--- config.mk ---
export PLATFORM = sky130hd
export DESIGN_NAME = operand_fetch
export DESIGN_NICKNAME = d
export VERILOG_FILES = /design/src/rtl/operand_fetch_pkg.sv /design/src/rtl/opfetch_operand.sv /design/src/rtl/operand_fetch.sv
export SDC_FILE = /design/constraint.sdc
export NUM_CORES = 1
export LEC_CHECK = 0
export BUFFER_PORTS_ARGS = -buffer_cell sky130_fd_sc_hd__buf_2
export CORE_UTILIZATION = 50
export CTS_BUF_LIST = sky130_fd_sc_hd__clkbuf_4 sky130_fd_sc_hd__clkbuf_8
export DETAILED_ROUTE_END_ITERATION = 8
export PLACE_DENSITY = 0.84
export SLEW_MARGIN = 15
export SYNTH_ARGS = -nofsm -noshare
export SYNTH_HDL_FRONTEND = slang
export SYNTH_SLANG_ARGS = --single-unit
--- constraint.sdc ---
create_clock -name clk -period 4.45 [get_ports clk]
set_input_delay 0.2225 -clock clk [delete_from_list [all_inputs] [get_ports clk]]
set_output_delay 0.2225 -clock clk [all_outputs]
set_load 0.01 [all_outputs]
--- src/rtl/operand_fetch_pkg.sv ---
// Shared widths and operand types for the operand fetch front end.
package operand_fetch_pkg;

   localparam int XLEN     = 32;
   localparam int IDX_W    = 5;
   localparam int REG_ZERO = 0;

   typedef struct packed {
      logic [XLEN-1:0]  value;
      logic [IDX_W-1:0] idx;
   } operand_t;

endpackage

--- src/rtl/opfetch_operand.sv ---
// One operand lane: pending-stage forward capture, x0 forcing, and the
// output-stage load / write-back snoop select.
module opfetch_operand #(
   parameter int XLEN  = operand_fetch_pkg::XLEN,
   parameter int IDX_W = operand_fetch_pkg::IDX_W
) (
   input  logic             clk,
   input  logic             reset,
   input  logic             p_load,
   input  logic             p_hold,
   input  logic             adv,
   input  logic             o_hold,
   input  logic [IDX_W-1:0] in_rs,
   input  logic [XLEN-1:0]  rf_data,
   input  logic [IDX_W-1:0] wb_idx,
   input  logic [XLEN-1:0]  wb_data,
   input  logic             wb_enable,
   output logic [IDX_W-1:0] rd_idx,
   output logic [XLEN-1:0]  out_val
);
   import operand_fetch_pkg::*;

   logic [IDX_W-1:0] p_rs;
   logic [IDX_W-1:0] o_idx;
   logic             p_fwd;
   logic [XLEN-1:0]  p_fwd_data;
   logic [XLEN-1:0]  p_val;
   logic             hit_rd;
   logic             hit_p;
   logic             hit_o;

   function automatic logic wb_hit(input logic             en,
                                   input logic [IDX_W-1:0] widx,
                                   input logic [IDX_W-1:0] r);
      return en && (widx == r) && (r != IDX_W'(REG_ZERO));
   endfunction

   // A held entry re-reads its own index; otherwise the new request is read.
   assign rd_idx = p_hold ? p_rs : in_rs;

   assign hit_rd = wb_hit(wb_enable, wb_idx, rd_idx);
   assign hit_p  = wb_hit(wb_enable, wb_idx, p_rs);
   assign hit_o  = wb_hit(wb_enable, wb_idx, o_idx);

   always_comb begin
      p_val = rf_data;
      if (p_rs == IDX_W'(REG_ZERO))
         p_val = '0;
      else if (p_fwd)
         p_val = p_fwd_data;
   end

   always_ff @(posedge clk) begin
      if (reset) begin
         p_rs       <= '0;
         p_fwd      <= 1'b0;
         p_fwd_data <= '0;
         o_idx      <= '0;
         out_val    <= '0;
      end else begin
         if (p_load)
            p_rs <= in_rs;
         // The file read issued at this edge cannot see a same-edge write.
         if (p_load || p_hold) begin
            p_fwd      <= hit_rd;
            p_fwd_data <= wb_data;
         end
         if (adv) begin
            o_idx   <= p_rs;
            out_val <= hit_p ? wb_data : p_val;
         end else if (o_hold && hit_o) begin
            out_val <= wb_data;
         end
      end
   end

endmodule

--- src/rtl/operand_fetch.sv ---
// Decode-to-execute operand fetch: two-stage pipeline with write-back snooping.
// Optional stall_cycles counter is enabled by defining OPFETCH_STALL_CNT_EN.
module operand_fetch #(
   parameter int XLEN  = operand_fetch_pkg::XLEN,
   parameter int IDX_W = operand_fetch_pkg::IDX_W,
   parameter int TAG_W = 32
) (
   input  logic             clk,
   input  logic             reset,
   input  logic             in_valid,
   output logic             in_ready,
   input  logic [IDX_W-1:0] in_rs1,
   input  logic [IDX_W-1:0] in_rs2,
   input  logic [TAG_W-1:0] in_tag,
   output logic [IDX_W-1:0] rf_read_idx_1,
   output logic [IDX_W-1:0] rf_read_idx_2,
   input  logic [XLEN-1:0]  rf_read_data_1,
   input  logic [XLEN-1:0]  rf_read_data_2,
   input  logic [IDX_W-1:0] wb_idx,
   input  logic [XLEN-1:0]  wb_data,
   input  logic             wb_enable,
   output logic             out_valid,
   input  logic             out_ready,
   output logic [XLEN-1:0]  out_rs1_val,
   output logic [XLEN-1:0]  out_rs2_val,
   output logic [TAG_W-1:0] out_tag
`ifdef OPFETCH_STALL_CNT_EN
   ,
   output logic [31:0]      stall_cycles
`endif
);
   import operand_fetch_pkg::*;

   logic             p_valid;
   logic [TAG_W-1:0] p_tag;
   logic             adv;
   logic             accept;
   logic             p_hold;
   logic             o_hold;

   assign adv      = p_valid && (!out_valid || out_ready);
   assign in_ready = !p_valid || adv;
   assign accept   = in_valid && in_ready;
   assign p_hold   = p_valid && !adv;
   assign o_hold   = out_valid && !out_ready;

   always_ff @(posedge clk) begin
      if (reset) begin
         p_valid   <= 1'b0;
         p_tag     <= '0;
         out_valid <= 1'b0;
         out_tag   <= '0;
      end else begin
         if (accept) begin
            p_valid <= 1'b1;
            p_tag   <= in_tag;
         end else if (adv) begin
            p_valid <= 1'b0;
         end
         if (adv) begin
            out_valid <= 1'b1;
            out_tag   <= p_tag;
         end else if (out_ready) begin
            out_valid <= 1'b0;
         end
      end
   end

   opfetch_operand #(.XLEN(XLEN), .IDX_W(IDX_W)) u_op1 (
      .clk       (clk),
      .reset     (reset),
      .p_load    (accept),
      .p_hold    (p_hold),
      .adv       (adv),
      .o_hold    (o_hold),
      .in_rs     (in_rs1),
      .rf_data   (rf_read_data_1),
      .wb_idx    (wb_idx),
      .wb_data   (wb_data),
      .wb_enable (wb_enable),
      .rd_idx    (rf_read_idx_1),
      .out_val   (out_rs1_val)
   );

   opfetch_operand #(.XLEN(XLEN), .IDX_W(IDX_W)) u_op2 (
      .clk       (clk),
      .reset     (reset),
      .p_load    (accept),
      .p_hold    (p_hold),
      .adv       (adv),
      .o_hold    (o_hold),
      .in_rs     (in_rs2),
      .rf_data   (rf_read_data_2),
      .wb_idx    (wb_idx),
      .wb_data   (wb_data),
      .wb_enable (wb_enable),
      .rd_idx    (rf_read_idx_2),
      .out_val   (out_rs2_val)
   );

`ifdef OPFETCH_STALL_CNT_EN
   always_ff @(posedge clk) begin
      if (reset)
         stall_cycles <= '0;
      else if (o_hold && (stall_cycles != 32'hFFFF_FFFF))
         stall_cycles <= stall_cycles + 32'd1;
   end
`endif

endmodule

## Word-level counts from Yosys, hierarchy flattened

Cells that the tools add are included.
Widths: inputs -> output; s select.

| word-level totals | value |
|---|---|
| register bits | 184 |
| output and inout port bits | 108 |
| logic and storage cells | 72 |
| input bits | 148 |

| cells by class | value |
|---|---|
| equal/unequal tests | 6 |
| mux-type cells | 16 |
| reduce and logical (&&, ||, !) cells | 37 |

Operators with widths:

| cell | count |
|---|---|
| $mux 32 | 10 |
| $eq 5x5->1 | 6 |
| $reduce_bool 5->1 | 6 |
| $logic_and 1x1->1 | 18 |
| $logic_not 5->1 | 2 |
| $mux 5 | 2 |
| $reduce_bool 2->1 | 4 |
| $logic_not 1->1 | 4 |
| $mux 1 | 4 |
| $logic_or 1x1->1 | 3 |

## Depth between registers and ports, before layout

| logic depth | value |
|---|---|
| depth in word-level cells | 9 |
| mapped depth | 7 |
| gate-level depth less buffers | 5 |

## Hierarchy

From an unflattened synthesis, not the netlist that was laid out.

| unflattened totals | value |
|---|---|
| cell total of the unflattened synthesis | 1097 |
| area, all modules | 10502.6 µm² |

By module, submodules not included:

| module | instances | area each (µm²) | cells an instance | seq. area each (µm²) |
|---|---|---|---|---|
| opfetch_operand | 2 | 3867.5 | 400 | 1501.4 |
| operand_fetch | 1 | 2767.7 | 297 | 1321.3 |

## Worst setup path after synthesis

No wires, ideal clock.

| timing path | value |
|---|---|
| path kind | register -> register |
| start point | register u_op2.p_rs[0] |
| end point | register u_op2.out_val[10] |
| buffers on the path | 1 |
| required time | 4309 ps |
| clock period less this slack | 1810 ps |
| cell stages (with the launch flop) | 7 |
| arrival | 1669 ps |
| setup slack | 2640 ps |
| library setup time | 141 ps |
| cells stage by stage | dfxtp_1 or4_1 nor2_1 o41ai_4 buf_6 a221oi_2 nor3_2 |

| between the ends | value |
|---|---|
| cells in the longest elaborated chain, start to end | 5 |
| elaborated cells on any way between the ends | 8 |
| classes of those cells | eq/ne (1); mux (3); reduce/logical (4) |

Ends and longest elaborated chain:

| item | RTL line | RTL |
|---|---|---|
| start: declaration | opfetch_operand.sv:23 | `logic [IDX_W-1:0] p_rs;` |
| start signal: assignment | opfetch_operand.sv:62 | `p_rs <= in_rs;` |
| $eq 5x5->1 | opfetch_operand.sv:35 | `return en && (widx == r) && (r != IDX_W'(REG_ZERO));` |
| $logic_and 1x1->1 (2 in a row) | opfetch_operand.sv:35 |  |
| $mux 32 (*) | opfetch_operand.sv:70 | `out_val <= hit_p ? wb_data : p_val;` |
| $mux 32 (*) | opfetch_operand.sv:68 | `if (adv) begin` |
| end signal: assignment | opfetch_operand.sv:70 |  |
| end signal: assignment | opfetch_operand.sv:72 | `out_val <= wb_data;` |
| end: declaration | opfetch_operand.sv:19 | `output logic [XLEN-1:0] out_val` |

Mark *: on every way between the ends. The rest lies on a longest branch, timed or not.
A chain may end at the register's enable or synchronous reset.

## Worst setup path in the final report

| timing path | value |
|---|---|
| start point | register out_valid |
| end point | register u_op2.out_val[6] |

| between the ends | value |
|---|---|
| cells in the longest elaborated chain, start to end | 4 |
| elaborated cells on any way between the ends | 7 |
| classes of those cells | mux (1); reduce/logical (6) |

Ends and longest elaborated chain:

| item | RTL line | RTL |
|---|---|---|
| start: declaration | operand_fetch.sv:22 | `output logic out_valid,` |
| start signal: assignment | operand_fetch.sv:51 | `out_valid <= 1'b0;` |
| start signal: assignment | operand_fetch.sv:61 | `out_valid <= 1'b1;` |
| start signal: assignment | operand_fetch.sv:64 | `out_valid <= 1'b0;` |
| $logic_not 1->1 | operand_fetch.sv:41 | `assign adv = p_valid && (!out_valid \|\| out_ready);` |
| $logic_or 1x1->1 | operand_fetch.sv:41 |  |
| $logic_and 1x1->1 | operand_fetch.sv:41 |  |
| $mux 32 / $reduce_bool 2->1 (equally long branches) | n/a |  |

Parallel ways exist; a longest one is shown, timed or not.

==> results.md <==
* Top-count cell post-synth: nand2_1
* Postcts setup bufs at 0
* Post-Syn Instances at 959
* Post-DRT Antenna Nets at 0
* Worst path required time at 4.75 ns
* Post-synthesis simple-gate area fraction at 21.6%
* CP Data Arrival Time at 2.82 ns
* Final Cycle Share at 56.5%
* Core area at 16700 um2
* Die Span X at 133 um
* Initial Util at 51.5%
* Max Used Layer: met5
* Reg power frac at 51.1%
* Number of synthesized flops with an enable pin at 0
* Clock-pin slew on the worst setup and hold paths at 0.09 ns
* Async SR Flop Fraction at 0%
* Die area at 17700 um2
* Total number of vias at 8180
* CTS Hold Bufs at 41
* Fillers at 1353
* RSZ-0062 raised after global routing: false
* Max-slew violations at 0
* Fmax at 0.398 GHz
* Root Driver: clkbuf_8
* Initial DRT Pass Iterations at 7
* WS Path Type: flop to flop
* Row count at 47
* Gr usage total at 28.5%
* Commonest cells post-synth: 236 x nand2_1, 184 x dfxtp_1, 118 x a21oi_1, 74 x mux2_2, 59 x clkbuf_1
* DRC at 1
* Wire length on met2 at 12600 um
* WL met1 at 10200 um
* Seq/Total Area, Yosys at 42.8%
* Fin nets at 1349
* Clock power frac at 31.7%
* Synth area leader: dfxtp_1
* Vias in the first global route at 7993
* Power Dens Cells at 331 nW/um2
* Slew HR at 33.2%
* P&R area growth vs syn at 23.7%
* Yosys warning count at 0
* First-pass GRT wire length at 40100 um
* CP Capture Type: flop
* Initial antenna violation count at 1
* Share of cells above drive strength 1 at 37.3%
* Final setup vio count at 0
* Largest net degree at the start of global routing at 121
* CP cell instances: nand2b_1 -> and2_2 -> o41ai_4 -> buf_4 -> a221oi_2 -> nor3_2
* Post-synth cell types at 41
* Crit start category: flop
* Int Pwr at 2.50 mW
* Top Ports at 256
* CTS max path bufs at 2
* CTS tree: yes
* Area occupied by multi-input gates at 4510 um2
* Reg area at 3680 um2
* Reported max-cap violation count at 0
* Status: complete, but fails checks
* Antenna Cells at 0
* Reg2Reg Depth at 6
* Worst Hold Class: input pin to flop
* Post-synth top flop: dfxtp_1
* Post-synthesis mux area share at 9.92%
* Post-Synth Adder-Cell Area at 0%
* Least-Margin Pin Slew at 1.00 ns
* Post-synthesis area per instance at 8.97 um2
* Max VDD drop at 0.000299 V
* Share of the synthesized area in the top cell type at 42.8%
* Routed wl met3 at 2370 um
* H-tree depth at 4
* Fin crit period at 2.52 ns
* Remaining global-route overflow at 0
* Routed wire length per instance at 17.9 um
* Fin Setup TNS at 0 ns
* Clock insertion delay at the later pin of the skew report at 0.47 ns
* Post-Syn Nets at 1107
* Hold path depth at 3
* Leakage power total at 4.47 nW
* Gate power share at 17.2%
* Number of port buffers at 255
* Routability Congestion at 0.838
* CP max-delay cell: and2_2
* Post-Syn Area at 8600 um2
* Sw Pwr at 1.02 mW
* Synth Area in Compound Gates at 17.6%
* Hold Vio Cnt, Final at 0
* Final Util at 63.7%
* Via density at 5.71
* Die span in y at 133 um
* DRT Wirelength at 25700 um
* Violated checks: DRC
* Worst path max stage delay at 0.81 ns
* Largest family of logic cells by synthesized area: simple AND/OR/NAND/NOR gates
* FF+latch count, synth at 184
* Area contributors post-synth: dfxtp_1 43%, nand2_1 10%, mux2_2 9.7%
* Switching portion of total power at 29.1%
* Post-CTS sizing at 0
* Post-synthesis xor/xnor area fraction at 2.91%
* Iteration-0 DRC Markers at 550
* Cts bufs inserted at 17
* Clock tree sinks at 184
* Hpwl dp at 15900 um
* Crit path max fanout at 45
* Clock Skew at 0.0175 ns
==> registers in the layout, indices dropped and copies added, names as in the netlist <==
signal / flops
out_tag: 32
u_op1.p_fwd: 1
u_op2.p_fwd: 1
p_valid: 1
u_op1.o_idx: 5
u_op1.p_fwd_data: 32
p_tag: 32
u_op2.p_rs: 5
u_op1.p_rs: 5
u_op2.out_val: 32
u_op1.out_val: 32
u_op2.o_idx: 5
out_valid: 1
==> layout by cell type, fill, tap and decap left out, drive strengths merged, types with 2 or more instances in the layout <==
master / n
buf: 267
nand2: 236
dfxtp: 184
a21oi: 118
mux2: 74
nor3: 65
a221oi: 64
dlygate4sd3: 41
nor2: 38
nor2b: 33
clkbuf: 23
xnor2: 19
xor2: 7
nand3b: 5
nand4: 4
inv: 4
or4: 3
and2: 3
o31ai: 3
nand2b: 2
o41ai: 2
nor4: 2
mux2i: 2
clkinvlp: 2
clkinv: 2
==> power by group through the flow <==
stage	sequential (mW)	clock [mW]	combinational, mW
finish	1.80	1.12	0.607
floorplan	1.84	0	0.349
global route	1.81	1.21	0.655
CTS	1.80	1.13	0.601
global placement	1.83	0	0.556
detailed placement	1.83	0	0.571
==> logic make-up after synthesis <==
group	Yosys count
mux	76
compound gates	194
simple gates	393
flops	184
xor+xnor	26
buf+inv	86
==> final cells by class <==
class	count	share of cell area [%]
repair buffers	308	16.8
clock buffers	23	2.74
flip-flops and latches	184	34.6
well taps	220	2.59
multi-input cells	689	42.4
inverters	1	0.0353
clock inverters	8	0.835
==> worst paths after layout <==
check,start,slack (ns),end
setup / recovery,out_valid$_SDFFE_PP0P_,1.93,u_op2.out_val[6]$_SDFFE_PP0P_
hold / removal,in_tag[28],0.02,p_tag[28]$_SDFFE_PP0P_
setup reg to reg,out_valid$_SDFFE_PP0P_,1.93,u_op2.out_val[6]$_SDFFE_PP0P_
hold reg to reg,out_tag[2]$_SDFFE_PP0P_,0.46,out_tag[2]$_SDFFE_PP0P_
==> metal layers <==
metal,track usage (%),vias to the layer above
met5,0,-
met4,11.7,2
met3,7.50,54
met2,48.9,439
met1,33.8,3876
li1,-,3809
==> through the flow <==
stage / worst slack, ns / instance area (um2) / hold slack [ns] / power [mW] / std cells
after detailed placement: 1.95 / 9850 / 0.443 / 2.41 / 1361
after global placement: 1.99 / 9850 / 0.438 / 2.39 / 1361
after floorplan: 2.64 / 8600 / 0.358 / 2.19 / 959
final: 1.93 / 10600 / 0.0234 / 3.52 / 1433
after global routing: 1.76 / 10600 / 0.000124 / 3.67 / 1433
after CTS: 1.94 / 10600 / 0.000703 / 3.53 / 1433
==> critical path, delay by kind of cell, from the launching register on <==
kind,cells,cell delay [ns]
compound gates,2,0.58
flops,1,0.35
simple gates,3,1.04
buf+inv,1,0.37
Note: power is estimated with default switching activity, not from simulation.
